===== src/rtl/if_id_reg.sv =====
// IF/ID pipeline register of the 5-stage MIPS core.
// Carries the fetched instruction and its PC+8 into decode, tags the slot
// with a fetch address error code and a branch-delay-slot flag for CP0,
// holds on stall and turns the slot into a bubble on flush or after ERET.
module if_id_reg #(
   parameter logic [31:0] PC_LO     = 32'h00003000,
   parameter logic [31:0] PC_HI     = 32'h00006FFC,
   parameter logic [4:0]  EXC_ADEL  = 5'd4,
   parameter logic [31:0] RESET_PC8 = 32'h00003008
) (
   input  logic        clk,
   input  logic        clr,
   input  logic [31:0] instr_f,
   input  logic [31:0] pc8_f,
   input  logic        stall,
   input  logic        intreq,
   input  logic        eret_d,
   input  logic        branch_d,
   output logic [31:0] instr_d,
   output logic [31:0] pc8_d,
   output logic [31:0] pc_d,
   output logic [4:0]  exccode_d,
   output logic        bd_d,
   output logic        valid_d
);

   logic [31:0] instrReg_q, instrReg_d;
   logic [31:0] pc8Reg_q, pc8Reg_d;
   logic [4:0]  excReg_q, excReg_d;
   logic        bdReg_q, bdReg_d;
   logic        validReg_q, validReg_d;

   logic [31:0] pcF;
   logic        badF;

   // Recover the fetch PC and flag misaligned or out-of-range fetch addresses
   always_comb begin
      pcF  = pc8_f - 32'd8;
      badF = (pcF[1:0] != 2'b00) || (pcF < PC_LO) || (pcF > PC_HI);
   end

   // Next slot contents: flush beats stall, stall beats ERET bubble, else load
   always_comb begin
      instrReg_d = instrReg_q;
      pc8Reg_d   = pc8Reg_q;
      excReg_d   = excReg_q;
      bdReg_d    = bdReg_q;
      validReg_d = validReg_q;
      if (intreq) begin
         instrReg_d = 32'd0;
         pc8Reg_d   = pc8_f;
         excReg_d   = 5'd0;
         bdReg_d    = 1'b0;
         validReg_d = 1'b0;
      end else if (stall) begin
         instrReg_d = instrReg_q;
         pc8Reg_d   = pc8Reg_q;
         excReg_d   = excReg_q;
         bdReg_d    = bdReg_q;
         validReg_d = validReg_q;
      end else if (eret_d) begin
         instrReg_d = 32'd0;
         pc8Reg_d   = pc8_f;
         excReg_d   = 5'd0;
         bdReg_d    = 1'b0;
         validReg_d = 1'b0;
      end else begin
         pc8Reg_d   = pc8_f;
         bdReg_d    = branch_d;
         validReg_d = 1'b1;
         if (badF) begin
            instrReg_d = 32'd0;
            excReg_d   = EXC_ADEL;
         end else begin
            instrReg_d = instr_f;
            excReg_d   = 5'd0;
         end
      end
   end

   // Slot register, cleared asynchronously while clr is low
   always_ff @(posedge clk or negedge clr) begin
      if (!clr) begin
         instrReg_q <= 32'd0;
         pc8Reg_q   <= RESET_PC8;
         excReg_q   <= 5'd0;
         bdReg_q    <= 1'b0;
         validReg_q <= 1'b0;
      end else begin
         instrReg_q <= instrReg_d;
         pc8Reg_q   <= pc8Reg_d;
         excReg_q   <= excReg_d;
         bdReg_q    <= bdReg_d;
         validReg_q <= validReg_d;
      end
   end

   assign instr_d   = instrReg_q;
   assign pc8_d     = pc8Reg_q;
   assign pc_d      = pc8Reg_q - 32'd8;
   assign exccode_d = excReg_q;
   assign bd_d      = bdReg_q;
   assign valid_d   = validReg_q;

endmodule


===== config.mk =====
export PLATFORM = sky130hd
export DESIGN_NAME = if_id_reg
export DESIGN_NICKNAME = d
export VERILOG_FILES = /design/src/rtl/if_id_reg.sv
export SDC_FILE = /design/constraint.sdc
export NUM_CORES = 1
export LEC_CHECK = 0
export ABC_AREA = 1
export BUFFER_PORTS_ARGS = -buffer_cell sky130_fd_sc_hd__buf_2
export CAP_MARGIN = 20
export CORE_MARGIN = 4
export CORE_UTILIZATION = 39
export CTS_BUF_LIST = sky130_fd_sc_hd__clkbuf_4
export DETAILED_ROUTE_END_ITERATION = 7
export GPL_TIMING_DRIVEN = 0
export PLACE_DENSITY_LB_ADDON = 0.1
export SLEW_MARGIN = 25
export SYNTH_ARGS = -nofsm -noshare
export SYNTH_HDL_FRONTEND = slang
export SYNTH_SLANG_ARGS = --single-unit

===== constraint.sdc =====
create_clock -name clk -period 2.2 [get_ports clk]
set_clock_uncertainty 0.2 [all_clocks]
set_input_delay 0.44 -clock clk [delete_from_list [all_inputs] [get_ports clk]]
set_output_delay 0.44 -clock clk [all_outputs]
set_load 0.005 [all_outputs]

# Word-level counts from Yosys, hierarchy flattened
# Cells that the tools add are included.
# totals
reg_bits	71
input_bits	70
wordCells	29
# classes
add_sub_neg	2
n_lt_le_gt_ge	2
eq_ne	1
muxes	16
n_reduce_logical	3
# ops
cell	n
$mux 32	6
$sub 32x4->32 const B	2
$gt 32x15->1 const B	1
$lt 32x14->1 const B	1
$mux 5	2
$mux 1	6
$mux 3	2
$logic_or 1x1->1	2
$ne 2x1->1 const B	1
$reduce_bool 2->1	1

# Logic depth before layout (Yosys ltp)
# depth
depth_word	8
ltp_mapped	15
ltp_nobuf	15

# Worst setup path after synthesis
# Ideal clock, no wire load.
# synth_timing
path_type	register to output
from	register pc8Reg_q[3], in the netlist pc8_d[3]
to	output pc_d[31]
t_arrival_ns	1.695
slack_ns	-0.135
path_stages_with_launch	10
cell_sequence	dfstp_2 > inv_1 > ha_1 > nand3_1 > inv_1 > nand4_1 > nor3_1 > nand4_1 > nor3_1 > xor2_1
# synth_between
elab_chain_len	1
# synth_lines
element	line	text
start, declared	28	logic [31:0] pc8Reg_q, pc8Reg_d;
start signal, assigned	91	pc8Reg_q <= pc8Reg_d;
$sub 32x4->32	100	assign pc_d = pc8Reg_q - 32'd8;
end, declared	21	output logic [31:0] pc_d,
# No other way between the ends.

# Final worst setup path
# layout_timing
from	register pc8Reg_q[4], in the netlist pc8_d[4]
to	output pc_d[31]
# The elaborated chain is that of the path after synthesis.

==> results.yml <==
timing:
  fmax_mhz: 345.8
  setup_viol: 26
  whs_ps: 66.06
  min_period_ps: 2892
  setup_ws_ps: -691.6
  drv_slew: 0
  grt_setup_unrepaired: "yes"
  slew_headroom_pct: 57.45
  min_period_over_period_pct: 131.4
  worst_slew_pin_slew_ps: 638.2
  hold_viol: 0
pwr:
  p_per_area_nw_per_um2: 464.9
  peakVddDrop_mv: 0.2740
  power_frac_comb_pct: 21.8
  clkPwrFrac_pct: 31.2
  p_int_mw: 2.024
  power_mw: 2.901
  p_leak_nw: 3.452
  pwr-share-seq_pct: 47.0
  power_switching_mw: 0.8766
  switching_share_pct: 30.22
worst_setup_path:
  cpPeakStageDelay_ps: 410
  setup.worst_path.class: "flop to primary output"
  r2r_slack_ps: 1100
  path_delay_family: "simple AND/OR/NAND/NOR gates"
  cp_max_fo: 3
  arrival_ps: 2250
  start_kind: "flop"
  setup.worst_path.end_class: "primary output"
  crit_chain: "inv_2, ha_4, nand3_4, inv_2, nand4_1, nor3_2, nand4_1, nor3_2, xor2_1, buf_2"
  path_buf_inv: 3
  critPathSlowestCell: "dfrtp_1"
  required_ps: 1560
yosys:
  yosysTopAreaCellShare_pct: 35.32
  async_reset_ff_share_pct: 100.0
  yosysWarnings: 0
  synthFlopType: "dfrtp_1"
  synth_seq_cells: 67
  synthDistinctLibCells: 35
  synthTopCellsByArea: "dfrtp_1 35%, nand2_1 17%, nor2_1 8.4%"
  netlist_area_um2: 4534
  synth_edf_count: 0
  avgSynthCellArea_um2: 6.788
  netlist_instances: 668
  yosysSeqAreaShare_pct: 37.06
  synth_area_leader_cell: "dfrtp_1"
routing:
  routed_wl_mm: 14.20
  ant_nets: 0
  drc_errors: 0
  dr.first_iter.drc_count: 261
  via_count: 4939
  first_pass_iters: 5
  vias_per_cell: 4.786
  drt-wirelength-per-cell_um: 13.75
global_routing:
  grt-ovfl-total: 0
  grt_pass1_wl_mm: 22.65
  grt_pass1_vias: 4714
  groute.usage.overall_pct: 21.29
  antenna_found_initial: 0
  grt_max_degree: 41
placement:
  numPortBuffers: 168
  place.gp.congestion: 0.9037
  dp_hpwl_mm: 11.02
  dp.cells: 983
floorplan:
  coreArea_um2: 11420
  std_cell_rows: 39
  ioPinCount: 173
  fp.dieArea_um2: 13420
  die_height_um: 115.8
  start_util_pct: 39.71
  die_w_um: 115.8
clock_network:
  h-tree-depth: 3
  clk_pin_slew_ps: 100
  clock_path_buffers: 2
  cts_tree: "built"
  cts_sinks: 67
  insertion_delay_ps: 410
  clockRootBuffer: "clkbuf_4"
  cts_buffers: 9
cells_and_area:
  drive_gt1_share_pct: 35.43
  antenna_cells: 0
  fin_cells: 1032
  syn_to_final_growth_pct: 37.61
  post-route-util_pct: 54.65
  finalNetCount: 956
run_status:
  status: "finished with violations"
  violations: "negative setup slack"
min_path:
  hold_path_class: "primary input to flop"
flow_run:
  cap_violations: 0
-- synthesized netlist by cell type, types with 5 or more instances --
master / count
nand2_1: 209
nor2_1: 101
inv_1: 82
dfrtp_1: 64
nand4_1: 42
nand3_1: 29
o21ai_0: 25
xor2_1: 22
nor2_2: 18
clkbuf_1: 10
buf_4: 9
nor2_4: 6
nand2_2: 5
xnor2_1: 5
-- metrics by stage --
step	TNS, ps	worst slack, ps	cell area, µm²
global route	-14700	-830.5	6240
CTS	-13160	-795.0	6057
detailed placement	-21160	-530.8	5615
floorplan	-123.5	-45.52	4573
global placement	-18980	-487.9	5593
finish	-11420	-691.6	6240
-- power groups by stage --
stage	clock network, mW	registers, mW	logic, mW
floorplan	0	1.37	0.275
global placement	0	1.38	0.554
detailed placement	0	1.38	0.567
CTS	0.945	1.36	0.609
global route	1.01	1.37	0.711
finish	0.906	1.36	0.632
-- worst min-delay path, stage by stage --
cell	delay, ps
buf_2	110
nand2_1	60
nand2_1	50
-- per-layer routing --
layer / vias to the layer above / global-route usage (%) / wire length (µm)
met5: - / 0 / 0
met4: 0 / 7.657 / 218
met3: 16 / 3.446 / 913
met2: 136 / 35.33 / 6809
met1: 2279 / 28.16 / 6254
li1: 2508 / - / -
-- logic make-up (layout without fill, tap and decap cells) --
| family | Yosys count | in the layout | share of synthesized area [%] |
|---|---|---|---|
| DFF | 67 | 67 | 37.06 |
| other | 1 | 4 | 0.08270 |
| buffers and inverters | 115 | 333 | 11.45 |
| AOI/OAI and AO/OA | 31 | 31 | 3.670 |
| and+or+nand+nor | 425 | 425 | 41.97 |
| xor gates and xnor gates | 27 | 27 | 5.215 |
| adders and majority gates | 2 | 2 | 0.5518 |
-- path summary, 6_finish.rpt --
| kind | from | endpoint | depth (start not counted) |
|---|---|---|---|
| max | pc8_d[4] | pc_d[31] | 10 |
| min | pc8_f[31] | pc8_d[31] | 3 |
| max reg2reg | pc8_d[3] | pc8_d[3] | 3 |
| min reg2reg | instr_d[17] | instr_d[17] | 2 |
| max in group asynchronous | clr | instr_d[18] | 3 |
| min in group asynchronous | clr | pc8_d[2] | 2 |
-- state kept, by name (all words and copies together) (netlist names) --
signal / count
bd_d: 1
instr_d: 32
valid_d: 1
exccode_d: 1
pc8_d: 32
-- placed cells by master, fill, tap and decap left out, types with 3 or more instances in the layout --
master and n:
xor2_1 22, nand2_2 10, buf_2 169, nand2_1 203, inv_1 77, nor3_2 3
xnor2_1 3, dlygate4sd3_1 6, nand3_1 23, clkinv_2 4, nand3_2 8, dfrtp_2 6
nand4_1 42, inv_2 8, nor2_2 23, clkbuf_4 10, buf_6 10, o21ai_0 24
buf_4 32, conb_1 4, dfstp_2 3, clkbuf_1 10, nor2_1 89, nor2_4 13
dfrtp_1 58
-- final cells by class --
type,count,area [µm²]
Inverter,87,329.1
Multi-Input combinational cell,489,2550
Clock inverter,6,80.08
Buffer,28,196.4
Fill cell,1162,5179
Timing Repair Buffer,202,1142
Sequential cell,67,1688
Clock buffer,10,75.07
Tap cell,143,178.9
-- what timing repair did --
action,4_1_cts,5_1_grt
gates resized for setup,30,31
gates cloned,0,1
endpoints found under the setup margin,51,59
hold buffers,5,0
hold endpoints to repair,28,0
setup buffers,18,11
pin swaps,13,17
Power figures use the tool's default switching activity.
